File: config.mk
export PLATFORM = sky130hd
export DESIGN_NAME = grid_nav_controller
export DESIGN_NICKNAME = d
export VERILOG_FILES = /design/src/rtl/nav_pkg.sv /design/src/rtl/nav_unit_timer.sv /design/src/rtl/grid_nav_controller.sv
export SDC_FILE = /design/constraint.sdc
export NUM_CORES = 1
export LEC_CHECK = 0
export CORE_UTILIZATION = 55
export CTS_CLUSTER_DIAMETER = 40
export DETAILED_ROUTE_END_ITERATION = 10
export DONT_BUFFER_PORTS = 1
export GPL_TIMING_DRIVEN = 0
export PLACE_DENSITY = 0.73
export SETUP_SLACK_MARGIN = 0.4
export SYNTH_ARGS = -nofsm -noshare
export SYNTH_HDL_FRONTEND = slang
export SYNTH_SLANG_ARGS = --single-unit
File: constraint.sdc
create_clock -name clk -period 10.6 [get_ports clk]
set_clock_uncertainty 0.1 [all_clocks]
set_input_delay 2.12 -clock clk [delete_from_list [all_inputs] [get_ports clk]]
set_output_delay 2.12 -clock clk [all_outputs]
set_load 0.02 [all_outputs]
File: src/rtl/nav_pkg.sv
// Shared encodings for the grid navigator: one-hot FSM states, reel motor codes,
// axis direction polarities and the reel phase decode used during the dwell.
package nav_pkg;

  typedef enum logic [5:0] {
    S_IDLE   = 6'b000001,
    S_MOVE_X = 6'b000010,
    S_MOVE_Y = 6'b000100,
    S_PAUSE  = 6'b001000,
    S_RET_X  = 6'b010000,
    S_RET_Y  = 6'b100000
  } nav_state_e;

  typedef enum logic [1:0] {
    MOTOR_STOP = 2'b00,
    MOTOR_FWD  = 2'b01,
    MOTOR_REV  = 2'b10
  } motor_state_e;

  localparam logic X_DIR_POS = 1'b1;
  localparam logic X_DIR_NEG = 1'b0;
  localparam logic Y_DIR_POS = 1'b0;
  localparam logic Y_DIR_NEG = 1'b1;

  // remaining counts down from pause_ticks to 1; additions avoid underflow.
  function automatic motor_state_e reel_phase(input logic [63:0] remaining,
                                              input logic [63:0] pause_ticks,
                                              input logic [63:0] reel_ticks);
    motor_state_e m;
    if (remaining + reel_ticks > pause_ticks)
      m = MOTOR_REV;
    else if (remaining + (reel_ticks << 1) > pause_ticks)
      m = MOTOR_FWD;
    else
      m = MOTOR_STOP;
    return m;
  endfunction

endpackage

File: src/rtl/nav_unit_timer.sv
// Loadable down counter shared by the move and dwell phases; o_expire is a registered
// pulse that is high during the last counted cycle of a loaded interval.
module nav_unit_timer
  import nav_pkg::*;
#(
  parameter int unsigned TIMER_W = 32
) (
  input  logic               clk,
  input  logic               rst_n,
  input  logic               i_load,
  input  logic               i_en,
  input  logic [TIMER_W-1:0] i_load_val,
  output logic               o_expire,
  output logic [TIMER_W-1:0] o_count
);

  localparam logic [TIMER_W-1:0] T_ONE = TIMER_W'(1);
  localparam logic [TIMER_W-1:0] T_TWO = TIMER_W'(2);

  logic [TIMER_W-1:0] r_count;
  logic               r_expire;

  always_ff @(posedge clk or negedge rst_n) begin
    if (!rst_n) begin
      r_count  <= '0;
      r_expire <= 1'b0;
    end else if (i_load) begin
      r_count  <= i_load_val;
      r_expire <= (i_load_val == T_ONE);
    end else if (i_en) begin
      r_count  <= (r_count != '0) ? r_count - T_ONE : '0;
      r_expire <= (r_count == T_TWO);
    end else begin
      r_expire <= 1'b0;
    end
  end

  assign o_expire = r_expire;
  assign o_count  = r_count;

endmodule

File: src/rtl/grid_nav_controller.sv
// Open-loop X/Y gantry navigator: move X then Y to the target, run the reel dwell, return home.
// Optional COORD_CHAIN_EN: accept the next target during the dwell and travel there directly.
module grid_nav_controller
  import nav_pkg::*;
#(
  parameter int unsigned     COORD_W      = 3,
  parameter int unsigned     MAX_X        = 7,
  parameter int unsigned     MAX_Y        = 7,
  parameter int unsigned     TIMER_W      = 32,
  parameter longint unsigned X_UNIT_TICKS = 64'd98_350_000,
  parameter longint unsigned Y_UNIT_TICKS = 64'd136_650_000,
  parameter longint unsigned PAUSE_TICKS  = 64'd3_000_000_000,
  parameter longint unsigned REEL_TICKS   = 64'd1_450_000_000
) (
  input  logic               clk,
  input  logic               rst_n,
  input  logic               cmd_valid,
  output logic               cmd_ready,
  input  logic [COORD_W-1:0] cmd_x,
  input  logic [COORD_W-1:0] cmd_y,
  input  logic               abort,
  output logic               x_run,
  output logic               x_dir,
  output logic               y_run,
  output logic               y_dir,
  output logic               motor_en,
  output logic [1:0]         motor_state,
  output logic               busy,
  output logic               done,
  output logic [COORD_W-1:0] pos_x,
  output logic [COORD_W-1:0] pos_y
);

  localparam logic [COORD_W-1:0] C_MAX_X = COORD_W'(MAX_X);
  localparam logic [COORD_W-1:0] C_MAX_Y = COORD_W'(MAX_Y);
  localparam logic [COORD_W-1:0] C_ONE   = COORD_W'(1);
  localparam logic [TIMER_W-1:0] T_X     = TIMER_W'(X_UNIT_TICKS);
  localparam logic [TIMER_W-1:0] T_Y     = TIMER_W'(Y_UNIT_TICKS);
  localparam logic [TIMER_W-1:0] T_PAUSE = TIMER_W'(PAUSE_TICKS);
  localparam logic [TIMER_W-1:0] T_ONE   = TIMER_W'(1);

  nav_state_e         r_state, w_state_nxt;
  logic [COORD_W-1:0] r_pos_x, r_pos_y, r_tx, r_ty;
  logic [COORD_W-1:0] w_pos_x_nxt, w_pos_y_nxt, w_tx_nxt, w_ty_nxt;
  logic [COORD_W-1:0] w_cmd_tx, w_cmd_ty;
  logic               r_cmd_ready, r_x_run, r_x_dir, r_y_run, r_y_dir;
  logic               r_motor_en, r_busy, r_done;
  motor_state_e       r_motor_state;
  logic               w_accept, w_fwd, w_home, w_load, w_expire, w_timer_en;
  logic [TIMER_W-1:0] w_load_val, w_count, w_remaining_nxt;
`ifdef COORD_CHAIN_EN
  logic               r_buf_full, w_buf_full_nxt;
  logic [COORD_W-1:0] r_buf_x, r_buf_y, w_buf_x_nxt, w_buf_y_nxt;
`endif

  assign w_accept   = cmd_valid & r_cmd_ready;
  assign w_cmd_tx   = (cmd_x > C_MAX_X) ? C_MAX_X : cmd_x;
  assign w_cmd_ty   = (cmd_y > C_MAX_Y) ? C_MAX_Y : cmd_y;
  assign w_timer_en = (r_state != S_IDLE);

  nav_unit_timer #(.TIMER_W(TIMER_W)) u_timer (
    .clk        (clk),
    .rst_n      (rst_n),
    .i_load     (w_load),
    .i_en       (w_timer_en),
    .i_load_val (w_load_val),
    .o_expire   (w_expire),
    .o_count    (w_count)
  );

  always_comb begin
    w_state_nxt = r_state;
    w_pos_x_nxt = r_pos_x;
    w_pos_y_nxt = r_pos_y;
    w_tx_nxt    = r_tx;
    w_ty_nxt    = r_ty;
    w_fwd       = 1'b0;
    w_home      = 1'b0;
`ifdef COORD_CHAIN_EN
    w_buf_full_nxt = r_buf_full;
    w_buf_x_nxt    = r_buf_x;
    w_buf_y_nxt    = r_buf_y;
`endif
    unique case (r_state)
      S_IDLE: begin
        if (w_accept) begin
          w_tx_nxt = w_cmd_tx;
          w_ty_nxt = w_cmd_ty;
          w_fwd    = 1'b1;
        end
      end
      S_MOVE_X: begin
        if (w_expire)
          w_pos_x_nxt = (r_tx > r_pos_x) ? r_pos_x + C_ONE : r_pos_x - C_ONE;
        if (abort)
          w_home = 1'b1;
        else if (w_expire && (w_pos_x_nxt == r_tx))
          w_fwd = 1'b1;
      end
      S_MOVE_Y: begin
        if (w_expire)
          w_pos_y_nxt = (r_ty > r_pos_y) ? r_pos_y + C_ONE : r_pos_y - C_ONE;
        if (abort)
          w_home = 1'b1;
        else if (w_expire && (w_pos_y_nxt == r_ty))
          w_fwd = 1'b1;
      end
      S_PAUSE: begin
`ifdef COORD_CHAIN_EN
        // A command arriving on the final dwell cycle is chained immediately.
        if (abort) begin
          w_buf_full_nxt = 1'b0;
          w_home         = 1'b1;
        end else begin
          if (w_accept) begin
            w_buf_full_nxt = 1'b1;
            w_buf_x_nxt    = w_cmd_tx;
            w_buf_y_nxt    = w_cmd_ty;
          end
          if (w_expire) begin
            if (w_buf_full_nxt) begin
              w_tx_nxt       = w_buf_x_nxt;
              w_ty_nxt       = w_buf_y_nxt;
              w_buf_full_nxt = 1'b0;
              w_fwd          = 1'b1;
            end else begin
              w_home = 1'b1;
            end
          end
        end
`else
        if (abort || w_expire)
          w_home = 1'b1;
`endif
      end
      S_RET_X: begin
        if (w_expire) begin
          w_pos_x_nxt = r_pos_x - C_ONE;
          if (w_pos_x_nxt == '0)
            w_home = 1'b1;
        end
      end
      S_RET_Y: begin
        if (w_expire) begin
          w_pos_y_nxt = r_pos_y - C_ONE;
          if (w_pos_y_nxt == '0)
            w_home = 1'b1;
        end
      end
      default: w_state_nxt = S_IDLE;
    endcase

    // Leg selection skips zero-length legs in both directions of travel.
    if (w_fwd)
      w_state_nxt = (w_tx_nxt != w_pos_x_nxt) ? S_MOVE_X :
                    (w_ty_nxt != w_pos_y_nxt) ? S_MOVE_Y : S_PAUSE;
    else if (w_home)
      w_state_nxt = (w_pos_x_nxt != '0) ? S_RET_X :
                    (w_pos_y_nxt != '0) ? S_RET_Y : S_IDLE;

    w_load = (w_state_nxt != S_IDLE) && ((w_state_nxt != r_state) || w_expire);
    unique case (w_state_nxt)
      S_MOVE_X, S_RET_X: w_load_val = T_X;
      S_MOVE_Y, S_RET_Y: w_load_val = T_Y;
      S_PAUSE:           w_load_val = T_PAUSE;
      default:           w_load_val = '0;
    endcase
    w_remaining_nxt = w_load ? w_load_val : w_count - T_ONE;
  end

  always_ff @(posedge clk or negedge rst_n) begin
    if (!rst_n) begin
      r_state       <= S_IDLE;
      r_pos_x       <= '0;
      r_pos_y       <= '0;
      r_tx          <= '0;
      r_ty          <= '0;
      r_cmd_ready   <= 1'b1;
      r_x_run       <= 1'b0;
      r_x_dir       <= 1'b0;
      r_y_run       <= 1'b0;
      r_y_dir       <= 1'b0;
      r_motor_en    <= 1'b0;
      r_motor_state <= MOTOR_STOP;
      r_busy        <= 1'b0;
      r_done        <= 1'b0;
    end else begin
      r_state       <= w_state_nxt;
      r_pos_x       <= w_pos_x_nxt;
      r_pos_y       <= w_pos_y_nxt;
      r_tx          <= w_tx_nxt;
      r_ty          <= w_ty_nxt;
`ifdef COORD_CHAIN_EN
      r_cmd_ready   <= (w_state_nxt == S_IDLE) || ((w_state_nxt == S_PAUSE) && !w_buf_full_nxt);
`else
      r_cmd_ready   <= (w_state_nxt == S_IDLE);
`endif
      r_x_run       <= (w_state_nxt == S_MOVE_X) || (w_state_nxt == S_RET_X);
      r_x_dir       <= ((w_state_nxt == S_MOVE_X) && (w_tx_nxt > w_pos_x_nxt)) ? X_DIR_POS : X_DIR_NEG;
      r_y_run       <= (w_state_nxt == S_MOVE_Y) || (w_state_nxt == S_RET_Y);
      r_y_dir       <= (w_state_nxt == S_RET_Y) ? Y_DIR_NEG :
                       (w_state_nxt != S_MOVE_Y) ? 1'b0 :
                       (w_ty_nxt > w_pos_y_nxt) ? Y_DIR_POS : Y_DIR_NEG;
      r_motor_en    <= (w_state_nxt == S_PAUSE);
      r_motor_state <= (w_state_nxt == S_PAUSE) ?
                       reel_phase(64'(w_remaining_nxt), PAUSE_TICKS, REEL_TICKS) : MOTOR_STOP;
      r_busy        <= (w_state_nxt != S_IDLE);
      r_done        <= (r_state != S_IDLE) && (w_state_nxt == S_IDLE);
    end
  end

`ifdef COORD_CHAIN_EN
  always_ff @(posedge clk or negedge rst_n) begin
    if (!rst_n) begin
      r_buf_full <= 1'b0;
      r_buf_x    <= '0;
      r_buf_y    <= '0;
    end else begin
      r_buf_full <= w_buf_full_nxt;
      r_buf_x    <= w_buf_x_nxt;
      r_buf_y    <= w_buf_y_nxt;
    end
  end
`endif

  assign cmd_ready   = r_cmd_ready;
  assign x_run       = r_x_run;
  assign x_dir       = r_x_dir;
  assign y_run       = r_y_run;
  assign y_dir       = r_y_dir;
  assign motor_en    = r_motor_en;
  assign motor_state = r_motor_state;
  assign busy        = r_busy;
  assign done        = r_done;
  assign pos_x       = r_pos_x;
  assign pos_y       = r_pos_y;

endmodule

# After elaboration in Yosys (flattened, before gate mapping)
# Index checks and enable logic that the tools add are counted.
totals:
  reg_bits: 61
  out_inout_bits: 16
  inputBits: 10
  wordCells: 123
classes:
  mux: 50
  n_eq_ne: 22
  n_bitwise: 1
  n_reduce_logical: 19
  addsub: 7
  magnitude_cmp: 8
ops:
  columns: ["op", "count"]
  rows:
  - ["32-bit two-way mux", 4]
  - ["32-bit case mux with 3 select lines", 1]
  - ["33-bit by 32-bit greater-than comparator with 1-bit output (second input constant)", 2]
  - ["3-bit two-way mux", 14]
  - ["32-bit by 31-bit adder with 33-bit output (second input constant)", 1]
  - ["32-bit by 32-bit adder with 33-bit output (second input constant)", 1]
  - ["32-bit by 1-bit == test with 1-bit output (second input constant)", 1]
  - ["32-bit by 2-bit == test with 1-bit output (second input constant)", 1]
  - ["32-bit nonzero test", 1]
  - ["32-bit by 1-bit subtractor with 32-bit output (second input constant)", 1]
  - ["6-bit two-way mux", 5]
  - ["1-bit two-way mux", 18]
  - ["6-bit by 1-bit == test with 1-bit output (second input constant)", 2]
  - ["6-bit by 2-bit == test with 1-bit output (second input constant)", 2]
  - ["6-bit by 3-bit == test with 1-bit output (second input constant)", 2]
  - ["6-bit by 4-bit == test with 1-bit output (second input constant)", 2]
  - ["6-bit by 5-bit == test with 1-bit output (second input constant)", 2]
  - ["6-bit == test (second input constant)", 2]
  - ["3-bit greater-than comparator", 4]
  - ["6-bit by 1-bit inequality test with 1-bit output (second input constant)", 2]
  - ["3-bit case mux with 2 select lines", 2]
  - ["4-bit two-way mux", 2]
  - ["3-bit by 1-bit adder with 3-bit output (second input constant)", 2]
  - ["3-bit == test", 2]
  - ["other kinds (16)", 31]

# Logic depth before layout (Yosys ltp)
depth:
  ltp_word: 19
  mapped_depth: 29
  ltp_nobuf: 27

# Cells and area by module
# A second synthesis with hierarchy kept.
unflattened:
  cells_unflattened: 916
  hier_area_um2: 7199.4
by_module_without_submodules:
  columns: ["module", "area_per_inst_um2", "cells_each", "seq_area_each_um2", "instances"]
  rows:
  - ["grid_nav_controller", 5047.3, 674, 703.2, 1]
  - ["nav_unit_timer", 2152.1, 242, 825.8, 1]

# Least setup slack after synthesis
# No wires, ideal clock.
synth_path:
  kind: "input port to flip-flop"
  startpoint: "input cmd_valid"
  endpoint: "register r_motor_state[1] (netlist: motor_state[1])"
  path_slack_ps: 3299
  stages: 23
  path_buffers: 4
  setup_time_ps: 119
  required_time_ps: 10381
  arrival_time_ps: 7082
  cell_sequence: "and3_1 -> clkbuf_1 -> mux2_2 -> ha_1 -> nand3_1 -> nor2_1 -> a21boi_1 -> clkbuf_1 -> clkbuf_1 -> a21oi_1 -> ha_1 -> a21o_1 -> or2_1 -> buf_6 -> o211ai_2 -> a21oi_1 -> a221o_1 -> a311o_1 -> a2111oi_2 -> nand4_1 -> o41ai_2 -> a21oi_1 -> and2_1"
synth_between:
  elab_cells_between_ends: 29
  cone_classes: "add/sub: 1; order compare: 1; eq/ne: 9; mux: 13; bitwise: 1; reduce/logical: 4"
synth_rtl:
  columns: ["element", "line_no", "text"]
  rows:
  - ["start, declared", "grid_nav_controller.sv:17", "input logic cmd_valid,"]
  - ["1-bit AND (*)", "grid_nav_controller.sv:56", "assign w_accept = cmd_valid & r_cmd_ready;"]
  - ["3-bit two-way mux (*)", "grid_nav_controller.sv:86", "if (w_accept) begin"]
  - ["3-bit two-way mux (*)", "grid_nav_controller.sv:84", "unique case (r_state)"]
  - ["net w_tx_nxt[1]", "grid_nav_controller.sv:44", "logic [COORD_W-1:0] w_pos_x_nxt, w_pos_y_nxt, w_tx_nxt, w_ty_nxt;"]
  - ["3-bit inequality test (*)", "grid_nav_controller.sv:155", "w_state_nxt = (w_tx_nxt != w_pos_x_nxt) ? S_MOVE_X :"]
  - ["4-bit two-way mux (*)", "grid_nav_controller.sv:155", null]
  - ["6-bit two-way mux (*)", "grid_nav_controller.sv:154", "if (w_fwd)"]
  - ["6-bit by 3-bit == test with 1-bit output (tied with other cells)", "grid_nav_controller.sv:162", "unique case (w_state_nxt)"]
  - ["2-bit OR reduction / 1-bit logical OR (equally long branches)", "grid_nav_controller.sv:162, grid_nav_controller.sv:161", null]
  - ["32-bit case mux with 3 select lines / 1-bit logical AND (equally long branches)", "grid_nav_controller.sv:162, grid_nav_controller.sv:161", null]
  - ["32-bit two-way mux", "grid_nav_controller.sv:168", "w_remaining_nxt = w_load ? w_load_val : w_count - T_ONE;"]
  - ["32-bit by 31-bit adder with 33-bit output", "nav_pkg.sv:30", "if (remaining + reel_ticks > pause_ticks)"]
  - ["33-bit by 32-bit greater-than comparator with 1-bit output", "nav_pkg.sv:30", null]
  - ["2-bit two-way mux", "nav_pkg.sv:30", null]
  - ["2-bit two-way mux (*)", "grid_nav_controller.sv:205", "r_motor_state <= (w_state_nxt == S_PAUSE) ?"]
  - ["end signal, assigned", "grid_nav_controller.sv:205", null]
  - ["end, declared", "grid_nav_controller.sv:48", "motor_state_e r_motor_state;"]
# Mark *: on every way through the listed nets, which the timed path passes. The rest lies on a longest branch.
# A chain may end at the register's enable or synchronous reset.

# Worst setup path in the final report
# Same ends and word-level chain as after synthesis.

==> results.py <==
metrics = {
    "setup_path": {
        "cp_data_required_time_ns": 10.75,
        "crit_path_end_kind": "flip-flop",
        "arrival_ns": 8.72,
        "critPathLaunchType": "input port",
        "critical_path.startpoint": "cmd_valid",
        "path_max_fanout": 10,
        "r2r_start": "pos_x[2]",
        "criticalPathCategory": "input port to flip-flop",
    },
    "drt": {
        "post_drt_antenna_nets": 0,
        "detailed_routing_wirelength_on_met1_um": 8260,
        "route.vias.total": 6462,
        "post_route_drc": 0,
        "drt_pass1_iterations": 8,
        "drt-initial-drc-count": 823,
        "dr_wl_met3_um": 1430,
        "detail_route.wl_per_cell_um": 20.6,
        "totalWireLength_um": 19500,
        "routed-wl-met2_um": 9070,
        "maxUsedRoutingLayer": "met4",
        "route.detailed.vias_per_inst": 6.84,
    },
    "final_layout": {
        "area.sequential_mm2": 0.00153,
        "antenna-diode-count": 0,
        "multiInputGateArea_mm2": 0.00434,
        "final.fill_count": 1012,
        "nets": 835,
        "area.growth.synth_to_final_pct": 6.85,
        "post-route-util": 0.606,
        "layout-drive-gt1-share": 0.0807,
    },
    "synthesis": {
        "synth_area_mm2": 0.00617,
        "synth-edff-count": 0,
        "sequential_share_of_the_synthesized_area": 0.248,
        "yosys_most_used_dff": "sky130_fd_sc_hd__dfrtp_1",
        "synth-async-reset-ratio": 1.00,
        "ys_types": 88,
        "synth.ff_latch_count": 61,
        "syn_avg_cell_area_um2": 7.82,
        "yosys_warning_total": 0,
        "post_synth_inst_count": 789,
        "postSynthNetCount": 824,
    },
    "global_routing": {
        "number_of_antenna_violations_at_the_first_check_in_global_routing": 0,
        "globalRouteOverflowTotal": 0,
        "grt_first_pass_wirelength_um": 30700,
        "grt_max_degree": 62,
        "vias_in_the_first_global_route": 6116,
        "groute.usage.overall": 0.341,
    },
    "floorplan": {
        "die_w_um": 108,
        "core_region_area_mm2": 0.0109,
        "start_util": 0.567,
        "die-area_mm2": 0.0117,
        "rows": 38,
        "io_pins": 26,
        "die_y_um": 108,
    },
    "pwr": {
        "switching_power_mw": 1.30,
        "power.share.sequential": 0.187,
        "fin_total_pwr_mw": 2.37,
        "power.internal_mw": 1.08,
        "share_clk_of_total_power": 0.110,
        "vdd_drop_max_uv": 184,
        "power_density_mw_per_mm2": 360,
        "switching_share": 0.546,
        "power.combinational.fraction": 0.703,
        "leakage_nw": 2.64,
    },
    "cts": {
        "numCtsBuffers": 9,
        "h_tree_lvl_count": 3,
        "tritoncts": "done",
        "cts_setup_buffers": 0,
        "worstSkewPairLatency_ns": 0.37,
        "clk_pin_slew_ns": 0.07,
        "max-clock-path-buffers": 2,
        "cts_sink_count": 61,
        "cts_root_buffer": "sky130_fd_sc_hd__clkbuf_8",
        "postCtsResizedCells": 0,
        "postCtsHoldBufs": 0,
    },
    "placement": {
        "dp.final_hpwl_um": 14600,
        "io_buffers": 0,
        "gp_congestion": 0.926,
    },
    "timing": {
        "report.final.slew_viol_count": 0,
        "report.final.setup_viol": 0,
        "setup_total_negative_slack_ns": 0,
        "period_utilization_post_route": 0.808,
        "finalHoldViolations": 0,
        "slew_headroom": 0.355,
        "slew_at_the_pin_with_the_worst_max_slew_slack_ns": 0.958,
        "timing.final.crit_period_ns": 8.57,
        "fmax_mhz": 117,
        "grt_setup_unrepaired": "no",
    },
    "min_path": {
        "min_from": "r_ty[0]",
        "hold_path.class": "flip-flop to flip-flop",
    },
    "run_status": {
        "status": "complete, no violations",
    },
    "job": {
        "timing.max_cap.violations": 0,
    },
}
[per-stage QoR]
step / cells / instance area [µm²] / hold WS, ns / setup slack (ns)
5_1_grt: 945 / 6600 / 0.512 / 1.71
2_1_floorplan: 789 / 6170 / 0.420 / 3.30
3_3_place_gp: 929 / 6350 / 0.451 / 1.89
3_5_place_dp: 929 / 6350 / 0.461 / 1.83
6_report: 945 / 6600 / 0.471 / 2.03
4_1_cts: 945 / 6600 / 0.476 / 2.19
[critical path, stage by stage]
cell and delay [ns]:
sky130_fd_sc_hd__and3_1 0.12, sky130_fd_sc_hd__clkbuf_1 0.44, sky130_fd_sc_hd__mux2_2 0.41, sky130_fd_sc_hd__ha_1 0.30, sky130_fd_sc_hd__nand3_1 0.15, sky130_fd_sc_hd__nor2_1 0.20, sky130_fd_sc_hd__a21boi_1 0.64, sky130_fd_sc_hd__clkbuf_1 0.46
sky130_fd_sc_hd__clkbuf_1 0.57, sky130_fd_sc_hd__a21oi_1 0.22, sky130_fd_sc_hd__ha_1 0.29, sky130_fd_sc_hd__a21o_1 0.19, sky130_fd_sc_hd__or2_1 0.23, sky130_fd_sc_hd__buf_6 0.14, sky130_fd_sc_hd__o211ai_2 0.09, sky130_fd_sc_hd__a21oi_1 0.12
sky130_fd_sc_hd__a221o_1 0.41, sky130_fd_sc_hd__a311o_1 0.42, sky130_fd_sc_hd__a2111oi_2 0.35, sky130_fd_sc_hd__nand4_1 0.18, sky130_fd_sc_hd__o41ai_2 0.27, sky130_fd_sc_hd__a21oi_1 0.18, sky130_fd_sc_hd__and2_1 0.19
[Yosys cell counts (12+ instances only)]
cell / instances / area (µm²)
sky130_fd_sc_hd__nor4_1: 14 / 87.6
sky130_fd_sc_hd__a221oi_1: 14 / 123
sky130_fd_sc_hd__dfrtp_1: 59 / 1480
sky130_fd_sc_hd__nor3_1: 39 / 195
sky130_fd_sc_hd__xnor2_1: 40 / 350
sky130_fd_sc_hd__ha_1: 25 / 313
sky130_fd_sc_hd__nand2_1: 56 / 210
sky130_fd_sc_hd__nand3b_1: 14 / 105
sky130_fd_sc_hd__a21oi_1: 49 / 245
sky130_fd_sc_hd__o21ai_0: 43 / 215
sky130_fd_sc_hd__nand3_1: 22 / 110
sky130_fd_sc_hd__a211oi_1: 15 / 113
sky130_fd_sc_hd__xor2_1: 20 / 175
sky130_fd_sc_hd__and3_1: 12 / 75.1
sky130_fd_sc_hd__nand4_1: 13 / 81.3
sky130_fd_sc_hd__inv_1: 30 / 113
sky130_fd_sc_hd__clkbuf_1: 25 / 93.8
sky130_fd_sc_hd__nor2_1: 89 / 334
sky130_fd_sc_hd__buf_2: 12 / 60.1
[path summary, 6_finish.rpt]
path	to	slack [ns]	cells after the start
min in group asynchronous	u_timer.o_count[7]	1.34	0
setup / recovery	motor_state[1]	2.03	23
hold / removal	r_ty[0]	0.47	2
hold reg to reg	r_ty[0]	0.47	2
setup reg to reg	motor_state[1]	2.43	28
max in group asynchronous	cmd_ready	8.87	0
[layout by cell type (no fill, tap or decap), types with 5 or more instances in the layout]
| master | n |
|---|---|
| sky130_fd_sc_hd__inv_1 | 30 |
| sky130_fd_sc_hd__clkbuf_1 | 25 |
| sky130_fd_sc_hd__mux2_2 | 7 |
| sky130_fd_sc_hd__a221oi_1 | 14 |
| sky130_fd_sc_hd__o2111ai_1 | 8 |
| sky130_fd_sc_hd__nand4_1 | 13 |
| sky130_fd_sc_hd__a22oi_1 | 6 |
| sky130_fd_sc_hd__or4_1 | 9 |
| sky130_fd_sc_hd__nor3_1 | 39 |
| sky130_fd_sc_hd__o21ai_1 | 7 |
| sky130_fd_sc_hd__nand3b_1 | 14 |
| sky130_fd_sc_hd__mux2i_1 | 5 |
| sky130_fd_sc_hd__o21ai_0 | 43 |
| sky130_fd_sc_hd__nor2_1 | 89 |
| sky130_fd_sc_hd__a211oi_1 | 15 |
| sky130_fd_sc_hd__o211ai_1 | 7 |
| sky130_fd_sc_hd__xnor2_1 | 40 |
| sky130_fd_sc_hd__dfrtp_1 | 59 |
| sky130_fd_sc_hd__o21a_1 | 9 |
| sky130_fd_sc_hd__nand2_1 | 56 |
| sky130_fd_sc_hd__ha_1 | 25 |
| sky130_fd_sc_hd__buf_2 | 12 |
| sky130_fd_sc_hd__a21o_1 | 8 |
| sky130_fd_sc_hd__nor3b_1 | 10 |
| sky130_fd_sc_hd__xor2_1 | 20 |
| sky130_fd_sc_hd__nor4_1 | 14 |
| sky130_fd_sc_hd__and3_1 | 12 |
| sky130_fd_sc_hd__nor2b_1 | 8 |
| sky130_fd_sc_hd__a21oi_1 | 49 |
| sky130_fd_sc_hd__a31oi_1 | 6 |
| sky130_fd_sc_hd__nand3_1 | 22 |
| sky130_fd_sc_hd__clkbuf_8 | 10 |
| sky130_fd_sc_hd__and2_1 | 8 |
| sky130_fd_sc_hd__or3_1 | 7 |
| sky130_fd_sc_hd__or2_2 | 5 |
[state kept, by name, summed over array words and instances (netlist names), 2 cells and up]
name and count:
r_tx 3, motor_state 2, u_timer.o_count 32, pos_x 3
r_state 6, pos_y 3, r_ty 3
[area by class of cell]
cell class / count / share of cell area
Multi-Input combinational cell: 657 / 0.658
Sequential cell: 61 / 0.232
Buffer: 41 / 0.0290
Tap cell: 140 / 0.0266
Clock buffer: 10 / 0.0209
Inverter: 30 / 0.0171
Clock inverter: 6 / 0.0167
[cells by family (layout without fill, tap and decap cells)]
group | count (synthesis) | in the layout | share of synthesized area
flip-flops | 61 | 61 | 0.248
AND/OR/NAND/NOR | 331 | 331 | 0.285
buffers and inverters | 71 | 87 | 0.0492
adder cells (fa/ha/maj) | 26 | 26 | 0.0523
multiplexers | 13 | 13 | 0.0227
AO/OA/AOI/OAI | 227 | 227 | 0.258
XOR/XNOR | 60 | 60 | 0.0851
[per-layer routing]
| layer | up-vias | GRT usage |
|---|---|---|
| li1 | 2986 | - |
| met2 | 325 | 0.575 |
| met1 | 3093 | 0.420 |
| met5 | - | 0 |
| met3 | 58 | 0.0687 |
| met4 | 0 | 0.153 |
[power groups by stage]
stage	Sequential, mW	Combinational [mW]	Clock, mW
after floorplan	0.416	1.22	0
after global placement	0.439	1.58	0
after detailed placement	0.443	1.60	0
after CTS	0.439	1.62	0.264
after global routing	0.453	1.81	0.271
final	0.443	1.67	0.262
Note: power is estimated with default switching activity, not from simulation.
